[config.mk]
export PLATFORM = sky130hd
export DESIGN_NAME = sram_bus_arbiter
export DESIGN_NICKNAME = d
export VERILOG_FILES = /design/src/rtl/sram_bus_arbiter_pkg.sv /design/src/rtl/sram_bus_arbiter_starve.sv /design/src/rtl/sram_bus_arbiter.sv
export SDC_FILE = /design/constraint.sdc
export NUM_CORES = 1
export LEC_CHECK = 0
export ABC_CLOCK_PERIOD_IN_PS = 3500
export BUFFER_PORTS_ARGS = -buffer_cell sky130_fd_sc_hd__buf_4
export CORE_AREA = 5 5 115 117
export CTS_BUF_LIST = sky130_fd_sc_hd__clkbuf_8 sky130_fd_sc_hd__clkbuf_16
export CTS_CLUSTER_SIZE = 30
export DETAILED_ROUTE_END_ITERATION = 10
export DIE_AREA = 0 0 120 122
export PLACE_DENSITY = 0.81
export SLEW_MARGIN = 15
export SYNTH_ARGS = -nofsm -noshare
export SYNTH_HDL_FRONTEND = slang
export SYNTH_SLANG_ARGS = --single-unit
[constraint.sdc]
create_clock -name clk -period 3.5 [get_ports clk]
set_clock_uncertainty 0.1 [all_clocks]
set_input_delay 0.175 -clock clk [delete_from_list [all_inputs] [get_ports clk]]
set_output_delay 0.175 -clock clk [all_outputs]
set_load 0.05 [all_outputs]
[src/rtl/sram_bus_arbiter_pkg.sv]
// Shared types for the instruction/data SRAM-bus arbiter.
// The state encoding is mirrored as plain localparams for legacy code.
package sram_bus_arbiter_pkg;

    typedef enum logic [1:0] {
        IDLE = 2'd0,
        ADDR = 2'd1,
        DATA = 2'd2
    } arb_state_t;

    typedef enum logic {
        OWN_INST = 1'b0,
        OWN_DATA = 1'b1
    } arb_owner_t;

    typedef struct packed {
        logic        wr;
        logic [1:0]  size;
        logic [31:0] addr;
        logic [31:0] wdata;
    } sram_req_t;

    localparam logic [1:0] ST_IDLE = 2'd0;
    localparam logic [1:0] ST_ADDR = 2'd1;
    localparam logic [1:0] ST_DATA = 2'd2;

endpackage

[src/rtl/sram_bus_arbiter_starve.sv]
// Anti-starvation counter: counts data grants made while instruction waits
// and flags when instruction must be forced to win the next arbitration.
module arb_starve_ctr #(
    parameter int STARVE_LIMIT = 4
) (
    input  logic clk,
    input  logic reset,
    input  logic i_grant_inst,
    input  logic i_grant_data,
    input  logic i_inst_req,
    output logic o_force_inst
);

    localparam int CW = (STARVE_LIMIT > 0) ? $clog2(STARVE_LIMIT + 1) : 1;
    localparam logic [CW-1:0] LIMIT = CW'(STARVE_LIMIT);

    logic [CW-1:0] r_cnt;

    // Saturating count of consecutive data wins over a waiting instruction request
    always_ff @(posedge clk) begin
        if (reset) begin
            r_cnt <= '0;
        end else if (i_grant_inst) begin
            r_cnt <= '0;
        end else if (i_grant_data) begin
            if (!i_inst_req) begin
                r_cnt <= '0;
            end else if (r_cnt != LIMIT) begin
                r_cnt <= r_cnt + CW'(1);
            end
        end
    end

    assign o_force_inst = (STARVE_LIMIT != 0) && (r_cnt == LIMIT);

endmodule

[src/rtl/sram_bus_arbiter.sv]
// Two-master arbiter for one SRAM-like bus: data has priority over instruction
// fetch, one transaction outstanding, handshakes routed only to the owner.
module sram_bus_arbiter
    import sram_bus_arbiter_pkg::*;
#(
    parameter int STARVE_LIMIT = 4
) (
    input  logic        clk,
    input  logic        reset,
    input  logic        inst_req,
    input  logic        inst_wr,
    input  logic [1:0]  inst_size,
    input  logic [31:0] inst_addr,
    input  logic [31:0] inst_wdata,
    output logic        inst_addr_ok,
    output logic        inst_data_ok,
    output logic [31:0] inst_rdata,
    input  logic        data_req,
    input  logic        data_wr,
    input  logic [1:0]  data_size,
    input  logic [31:0] data_addr,
    input  logic [31:0] data_wdata,
    output logic        data_addr_ok,
    output logic        data_data_ok,
    output logic [31:0] data_rdata,
    output logic        bus_req,
    output logic        bus_wr,
    output logic [1:0]  bus_size,
    output logic [31:0] bus_addr,
    output logic [31:0] bus_wdata,
    input  logic        bus_addr_ok,
    input  logic        bus_data_ok,
    input  logic [31:0] bus_rdata
);

    logic [1:0] r_state;
    logic [1:0] w_state_nxt;
    arb_owner_t r_owner;
    sram_req_t  r_req;
    logic       w_force_inst;
    logic       w_force;
    logic       w_grant_inst;
    logic       w_grant_data;
    logic       w_addr_ok;
    logic       w_data_ok;

    arb_starve_ctr #(
        .STARVE_LIMIT(STARVE_LIMIT)
    ) u_starve (
        .clk          (clk),
        .reset        (reset),
        .i_grant_inst (w_grant_inst),
        .i_grant_data (w_grant_data),
        .i_inst_req   (inst_req),
        .o_force_inst (w_force_inst)
    );

    // Arbitration happens only in IDLE; a forced instruction win needs both requests
    always_comb begin
        w_force      = inst_req & data_req & w_force_inst;
        w_grant_data = (r_state == ST_IDLE) & data_req & ~w_force;
        w_grant_inst = (r_state == ST_IDLE) & inst_req & (w_force | ~data_req);
    end

    // Bridge handshakes qualified by state; a data_ok without an accepted address is dropped
    always_comb begin
        w_addr_ok = ~reset & (r_state == ST_ADDR) & bus_addr_ok;
        w_data_ok = ~reset & bus_data_ok &
                    (((r_state == ST_ADDR) & bus_addr_ok) | (r_state == ST_DATA));
    end

    // Next-state logic
    always_comb begin
        w_state_nxt = r_state;
        case (r_state)
            ST_IDLE: begin
                if (w_grant_inst | w_grant_data) begin
                    w_state_nxt = ST_ADDR;
                end else begin
                    w_state_nxt = ST_IDLE;
                end
            end
            ST_ADDR: begin
                if (bus_addr_ok & bus_data_ok) begin
                    w_state_nxt = ST_IDLE;
                end else if (bus_addr_ok) begin
                    w_state_nxt = ST_DATA;
                end else begin
                    w_state_nxt = ST_ADDR;
                end
            end
            ST_DATA: begin
                if (bus_data_ok) begin
                    w_state_nxt = ST_IDLE;
                end else begin
                    w_state_nxt = ST_DATA;
                end
            end
            default: w_state_nxt = ST_IDLE;
        endcase
    end

    // State, owner and latched request of the winner
    always_ff @(posedge clk) begin
        if (reset) begin
            r_state <= ST_IDLE;
            r_owner <= OWN_INST;
            r_req   <= '0;
        end else begin
            r_state <= w_state_nxt;
            if (w_grant_inst) begin
                r_owner <= OWN_INST;
                r_req   <= {inst_wr, inst_size, inst_addr, inst_wdata};
            end else if (w_grant_data) begin
                r_owner <= OWN_DATA;
                r_req   <= {data_wr, data_size, data_addr, data_wdata};
            end
        end
    end

    assign bus_req      = ~reset & (r_state == ST_ADDR);
    assign bus_wr       = r_req.wr;
    assign bus_size     = r_req.size;
    assign bus_addr     = r_req.addr;
    assign bus_wdata    = r_req.wdata;

    assign inst_addr_ok = w_addr_ok & (r_owner == OWN_INST);
    assign inst_data_ok = w_data_ok & (r_owner == OWN_INST);
    assign data_addr_ok = w_addr_ok & (r_owner == OWN_DATA);
    assign data_data_ok = w_data_ok & (r_owner == OWN_DATA);
    assign inst_rdata   = bus_rdata;
    assign data_rdata   = bus_rdata;

endmodule

==> results of run 1 <==
-- what timing repair did --
item                                   in CTS  in global routing
setup endpoints to repair                   0                  0
hold buffers                                2                  0
endpoints found under the hold margin       2                  0
-- final cells by class --
class	count	area share, %
Multi-Input combinational cell	302	37.78
Timing Repair Buffer	224	28.68
Sequential cell	73	24.56
Clock buffer	14	4.941
Tap cell	150	3.154
Clock inverter	2	0.5677
Inverter	5	0.3154
-- synthesized netlist by cell type, types with 2 or more instances --
library cell  instances  area [sq um]
dfxtp_1              73          1461
a21oi_1              70         350.3
nor4b_1              68         595.6
nor4_1               67         419.2
buf_4                65         488.0
clkbuf_1             44         165.2
a2111oi_0            37         324.1
a2111oi_1            29         290.3
buf_2                17         85.08
buf_6                 6         67.56
clkbuf_2              6         30.03
inv_1                 5         18.77
a2111oi_2             3         45.04
a31oi_1               3         18.77
ha_1                  2         25.02
nand2_1               2         7.510
nor2_1                2         7.510
nor2_2                2         12.51
or3b_2                2         17.52
-- worst max-delay path, cell delays in order (launching register included) --
cell	delay, ns
dfxtp_1	0.35
inv_1	0.07
ha_1	0.27
a21bo_2	0.74
buf_4	0.42
a2111oi_1	0.14
nor4_1	0.33
-- stage by stage --
| stage | instance area, sq um | hold WS [ns] | power (W) | utilization [%] | std cells |
|---|---|---|---|---|---|
| 4_1_cts | 5923 | 0.09245 | 0.003086 | 48.31 | 769 |
| 6_report | 5951 | 0.1003 | 0.003077 | 48.54 | 770 |
| 3_3_place_gp | 5575 | 0.2505 | 0.002049 | 45.47 | 751 |
| 5_1_grt | 5951 | 0.1195 | 0.003207 | 48.54 | 770 |
| 3_5_place_dp | 5575 | 0.2505 | 0.002073 | 45.47 | 751 |
| 2_1_floorplan | 4544 | 0.1543 | 0.001907 | - | 518 |
-- worst paths after layout --
check | end | cells after the start | slack [ns] | startpoint
max | bus_wdata[6]$_SDFFE_PP0P_ | 6 | 0.95 | u_starve.r_cnt[0]$_SDFFE_PP0P_
min | bus_wdata[20]$_SDFFE_PP0P_ | 3 | 0.10 | inst_wdata[20]
max reg2reg | bus_wdata[6]$_SDFFE_PP0P_ | 6 | 0.95 | u_starve.r_cnt[0]$_SDFFE_PP0P_
min reg2reg | bus_wdata[12]$_SDFFE_PP0P_ | 2 | 0.41 | bus_wdata[12]$_SDFFE_PP0P_
-- power by group through the flow --
stage / logic, W / clock network, W / registers (W)
2_1_floorplan: 0.000573 / 0 / 0.00133
3_3_place_gp: 0.00104 / 0 / 0.00101
3_5_place_dp: 0.00106 / 0 / 0.00101
4_1_cts: 0.00107 / 0.00102 / 0.000997
5_1_grt: 0.00114 / 0.00106 / 0.00101
6_report: 0.00108 / 0.00100 / 0.000998
-- routing by layer --
metal | GRT usage (%) | vias up | share of wire (%)
met3 | 7.846 | 42 | 9.6
met4 | 10.09 | 0 | 2.8
met2 | 37.65 | 285 | 50
met1 | 25.16 | 2299 | 38
met5 | 0 | - | 0
li1 | - | 2210 | -
-- flip-flops by register name, summed over array words and instances (netlist names) --
signal and count:
u_starve.r_cnt 3, r_owner 1, bus_wr 1, r_state 2, bus_addr 32, bus_wdata 32
bus_size 2
-- cells by family after synthesis --
family / count (synthesis) / share of synthesized area (%)
and+or+nand+nor: 153 / 24.84
buffers and inverters: 143 / 18.81
DFF: 73 / 32.16
adders and majority gates: 2 / 0.5506
AOI/OAI and AO/OA: 147 / 23.65
==> metrics.md, run 1 <==
| Metric | Value |
|---|---|
| Clk root buf | `clkbuf_16` |
| DR DRC count | `0` |
| Fillers | `approximately 1.1k` |
| Sum Neg Setup Slack | `0 ns` |
| CTS tree | `done` |
| Top Ports | `308` |
| Status | `finished clean` |
| Number of vias per cell | `about 6.3` |
| Peak VDD IR | `0.2308 mV` |
| Area Growth Syn to Fin | `30.95%` |
| Comb pwr share | `35.0%` |
| Ys flop type | `dfxtp_1` |
| Footprint of the multi-input gates | `2248 sq um` |
| Max-slew violations | `0` |
| Power per cell area | `517.1 nW/um^2` |
| Pint | `slightly below 0.002 W` |
| Total of warnings raised by yosys | `0` |
| Die area | `14,640 sq um` |
| Row cnt | `41` |
| Net Count, Synth | `about 700` |
| Placer Congestion | `~0.8` |
| Max FO, Critical Path | `43` |
| Final Hold Vio Count | `0` |
| Sequential fraction of the synthesis area | `between 30% and 40%` |
| # nets final | `between 700 and 800` |
| Pre-Repair DR Iteration Count | `5` |
| Final setup viols | `0` |
| Total track usage | `between 20 and 25%` |
| Worst Hold Class | `input pin to flop` |
| Largest net degree at the start of global routing | `around 120` |
| Iteration-0 DRC Markers | `roughly 500` |
| Die W | `around 120 um` |
| Post-synth ARST share | `0%` |
| Startpoint Class | `flop` |
| Die height | `about 120 um` |
| Slew margin rel. | `between 30% and 40%` |
| Num CTS Buffers | `9` |
| First-pass GRT wire length | `approximately 26,000 um` |
| Critical Path AT | `between 2 and 3 ns` |
| Fin crit share | `around 73%` |
| Post-DP HPWL | `11,340 um` |
| Post-CTS resize count | `0` |
| Worst-Skew Late Latency | `~0.34 ns` |
| Syn avg cell area | `slightly below 9 sq um` |
| Port bufs | `roughly 210` |
| Sequential share of power | `between 30% and 40%` |
| Switching power | `0.001121 W` |
| Most common library cell in the layout ignoring fill and taps | `buf_4` |
| Max Cap Violations | `0` |
| Post-CTS Setup Inserts | `0` |
| H-tree depth | `3` |
| Mapped cell area | `approximately 4500 sq um` |
| Initial antenna violation count | `0` |
| Avg WL per Cell | `around 22 um` |
| Pre-CTS setup slack | `between 0.9 and 1 ns` |
| CP endpoint kind | `flop` |
| Synth cell types | `34` |
| CP required | `3.63 ns` |
| Most frequent cells in the layout | `221 x buf_4, 73 x dfxtp_1, 70 x a21oi_1` |
| Worst-path clk slew | `around 0.060 ns` |
| Ratio of cells with drive above 1 in the final layout | `about two fifths` |
| Clock Path Buffers | `2` |
| Final Worst Setup Slack | `0.9539 ns` |
| Measured slew at the worst slew-check pin | `0.9401 ns` |
| Gate Count Post-Synth | `around 520` |
| Antenna Nets Post-Route | `0` |
| Clock Power Share | `32.6%` |
| Tmin final | `approximately 2.5 ns` |
| Switching portion of total power | `36.43%` |
| Synthesis-stage register bit count | `73` |
| Final wirelength | `between 15,000 and 20,000 um` |
| Core box area | `between 10,000 and 15,000 sq um` |
| Antenna cell count | `0` |
| P_leak | `2.294 nW` |
| Remaining Overflow, GRT | `0` |
| Via count | `4,836` |
| RSZ-0062 raised after global routing | `no` |
| Vias in the first global route | `4,959` |
| Fmax | `between 300 and 400 MHz` |
| Starting Density | `37.07%` |
| Sequential cell area | `between 1000 and 1500 sq um` |
| CP Class | `flop to flop` |
| EDFF count, synth | `0` |
| TritonCTS sink count | `73` |
Power figures use the tool's default switching activity.
==> run 2, diff against run 1 <==
--- a/config.mk
+++ b/config.mk
@@ -5,14 +5,14 @@
 export SDC_FILE = /design/constraint.sdc
 export NUM_CORES = 1
 export LEC_CHECK = 0
-export ABC_CLOCK_PERIOD_IN_PS = 3500
+export ABC_CLOCK_PERIOD_IN_PS = 2200
 export BUFFER_PORTS_ARGS = -buffer_cell sky130_fd_sc_hd__buf_4
-export CORE_AREA = 5 5 115 117
+export CORE_MARGIN = 5
+export CORE_UTILIZATION = 38
 export CTS_BUF_LIST = sky130_fd_sc_hd__clkbuf_8 sky130_fd_sc_hd__clkbuf_16
 export CTS_CLUSTER_SIZE = 30
 export DETAILED_ROUTE_END_ITERATION = 10
-export DIE_AREA = 0 0 120 122
-export PLACE_DENSITY = 0.81
+export PLACE_DENSITY = 0.84
 export SLEW_MARGIN = 15
 export SYNTH_ARGS = -nofsm -noshare
 export SYNTH_HDL_FRONTEND = slang
==> constraint.sdc (replaced) <==
create_clock -name clk -period 2.2 [get_ports clk]
set_clock_uncertainty 0.1 [all_clocks]
set_input_delay 0.11 -clock clk [delete_from_list [all_inputs] [get_ports clk]]
set_output_delay 0.11 -clock clk [all_outputs]
set_load 0.05 [all_outputs]
==> run 2 against run 1 <==
Utilization is 1.9 points higher. Final cell count shrank 0.13%. Sequential share of layout area fell by 0.12 points. Largest cell class unchanged.
==> metrics.md, run 2 (synthesized netlist as in run 1, its figures left out) <==
| Metric | Value |
|---|---|
| Status | `finished clean` |
| Die height | `119.4 um (-2.2%)` |
| Gr busiest metal | `met2` |
| Pre-Repair DR Iteration Count | `6 (+1)` |
| # nets final | `791 (+0.25%)` |
| Remaining Overflow, GRT | `0 (unchanged)` |
| Port bufs | `211 (unchanged)` |
| Most frequent cells in the layout | `219 x buf_4, 73 x dfxtp_1, 70 x a21oi_1` |
| Placer Congestion | `0.7663 (-4.2%)` |
| Iteration-0 DRC Markers | `462 (-8.3%)` |
| Die W | `119.4 um (-0.54%)` |
| Power per cell area | `796.7 nW/um^2 (+54%)` |
| Peak VDD IR | `0.3294 mV (+43%)` |
| Clk root buf | `clkbuf_16` |
| Critical Path AT | `2.15 ns (-0.52 ns)` |
| Max FO, Critical Path | `48 (+12%)` |
| CP Class | `flop to flop` |
| Area Growth Syn to Fin | `31.58%` |
| R2R depth | `6 (unchanged)` |
| H-tree depth | `3 (unchanged)` |
| Hold EP | `bus_addr[1]$_SDFFE_PP0P_` |
| TritonCTS sink count | `73 (unchanged)` |
| Final Hold Vio Count | `0 (unchanged)` |
| Measured slew at the worst slew-check pin | `0.6234 ns (-0.3167 ns)` |
| Post-route cell area | `5979 sq um (+0.48%)` |
| Initial antenna violation count | `0 (unchanged)` |
| Largest net degree at the start of global routing | `73 (-40%)` |
| DR DRC count | `0 (unchanged)` |
| Die area | `14,250 sq um (-2.7%)` |
| Fmax | `485.8 MHz (+24%)` |
| Clock Path Buffers | `2 (unchanged)` |
| Top Ports | `308 (unchanged)` |
| Placed Instance Area | `5668 sq um (+1.7%)` |
| Worst Hold Class | `input pin to flop` |
| Most common library cell in the layout ignoring fill and taps | `buf_4` |
| Placed Cells | `751 (unchanged)` |
| FF-to-FF setup slack | `0.14 ns (-0.81 ns)` |
| Antenna Nets Post-Route | `0 (unchanged)` |
| Total track usage | `21.99% (-0.23 points)` |
| Row cnt | `40 (-2.4%)` |
| CP required | `2.29 ns (-1.34 ns)` |
| Grt met3 use | `6.553% (-1.3 points)` |
| Hold path depth | `3 (unchanged)` |
| Core box area | `11,860 sq um (-3.3%)` |
| Tmin final | `2.059 ns (-0.4876 ns)` |
| Via count | `4,924 (+1.8%)` |
| Starting Density | `38.31% (+1.2 points)` |
| Finished Layout Cells | `769 (-0.13%)` |
| Fin crit share | `93.57% (+21 points)` |
| Slew margin rel. | `58.44% (+21 points)` |
| Pwr Total | `0.004764 W (+55%)` |
| Critical R2R Capture | `bus_wdata[23]$_SDFFE_PP0P_` |
| Hold Path Origin | `inst_addr[1]` |
| Grt met2 use | `36.24% (-1.4 points)` |
| Worst-Skew Late Latency | `0.32 ns (-0.02 ns)` |
| Max-slew violations | `0 (unchanged)` |
| Number of vias per cell | `6.403 (+2.0%)` |
| Met1 GRT Util | `26.67% (+1.5 points)` |
| Vias in the first global route | `4,875 (-1.7%)` |
| CTS tree | `done` |
| RSZ-0062 raised after global routing | `no` |
| Sum Neg Setup Slack | `0 ns (unchanged)` |
| Max Cap Violations | `0 (unchanged)` |
| Post-CTS Setup Inserts | `0 (unchanged)` |
| Ratio of cells with drive above 1 in the final layout | `40.35% (+0.19 points)` |
| Post-DP HPWL | `11,520 um (+1.5%)` |
| Final wirelength | `16,720 um (-1.7%)` |
| Final setup viols | `0 (unchanged)` |
| Startpoint Class | `flop` |
| P_leak | `2.312 nW (+0.81%)` |
| Avg WL per Cell | `21.74 um (-1.6%)` |
| Crit Reg-Reg Startpoint | `u_starve.r_cnt[0]$_SDFFE_PP0P_` |
| First-pass GRT wire length | `25,720 um (-2.1%)` |
| Antenna cell count | `0 (unchanged)` |
| Hold slack | `0.04710 ns (-0.05325 ns)` |
| CP endpoint kind | `flop` |
| Worst-path clk slew | `0.06 ns (about the same)` |
| Num CTS Buffers | `9 (unchanged)` |
run 2: cell count changes in the layout (fill, tap and decap cells not counted):
| cell | delta |
|---|---|
| nor4b_1 | -1 |
| nor4b_2 | +1 |
| a2111oi_0 | -1 |
| buf_4 | -2 |
| clkbuf_8 | -4 |
| buf_16 | -1 |
| clkinv_2 | +2 |
| inv_1 | +2 |
| nor3b_1 | -1 |
| a2111oi_1 | +1 |
| nor3b_2 | +1 |
| buf_12 | +5 |
run 2: how the worst max path moves through the flow:
| stage | start | endpoint | slack (ns) | depth (start not counted) |
|---|---|---|---|---|
| final | u_starve.r_cnt[0]$_SDFFE_PP0P_ | bus_wdata[23]$_SDFFE_PP0P_ | 0.14 | 6 |
| after global routing | u_starve.r_cnt[0]$_SDFFE_PP0P_ | bus_wr$_SDFFE_PP0P_ | 0.007 | 6 |
| after CTS | u_starve.r_cnt[0]$_SDFFE_PP0P_ | bus_wdata[23]$_SDFFE_PP0P_ | 0.10 | 6 |
| after detailed placement | u_starve.r_cnt[0]$_SDFFE_PP0P_ | bus_wdata[23]$_SDFFE_PP0P_ | 0.13 | 6 |
| after global placement | u_starve.r_cnt[0]$_SDFFE_PP0P_ | bus_wdata[5]$_SDFFE_PP0P_ | 0.21 | 6 |
| after floorplan | r_state[0]$_SDFF_PP0_ | inst_addr_ok | 0.07 | 3 |
run 2: power breakdown:
| part | total, W | switching [W] | internal (W) |
|---|---|---|---|
| Sequential | 0.00159 | 0.000105 | 0.00148 |
| Combinational | 0.00173 | 0.00112 | 0.000613 |
| Clock | 0.00144 | 0.000549 | 0.000893 |
| Total | 0.00476 | 0.00177 | 0.00299 |
run 2: metrics by stage:
stage	utilization [%]	worst slack [ns]
floorplan	-	0.06833
global placement	47.78	0.2078
detailed placement	47.78	0.1258
CTS	50.40	0.1040
global route	50.41	0.007184
finish	50.41	0.1414
run 2: metal layers:
metal  vias to the layer above  routed length, um
met5                         -                  0
li1                       2215                  -
met2                       299               8163
met3                        55               1556
met1                      2355               6492
met4                         0                508
run 2: area by class of cell:
cell class / count / area [sq um]
inverters: 5 / 18.77
multi-input cells: 302 / 2261
flip-flops and latches: 73 / 1461
repair buffers: 226 / 1764
fillers: 1106 / 5882
clock inverters: 6 / 51.30
clock buffers: 10 / 239.0
well taps: 147 / 183.9
run 2: timing repair:
item,in CTS,in global routing
gates resized for setup,0,1
hold endpoints to repair,2,0
setup endpoints to repair,0,1
hold buffers,2,0
run 2: critical path, cell delays in order (launching register included):
cell and delay (ns):
dfxtp_1 0.39, inv_1 0.07, ha_1 0.28, a21bo_2 0.27
buf_12 0.18, a2111oi_1 0.51, nor4_1 0.11
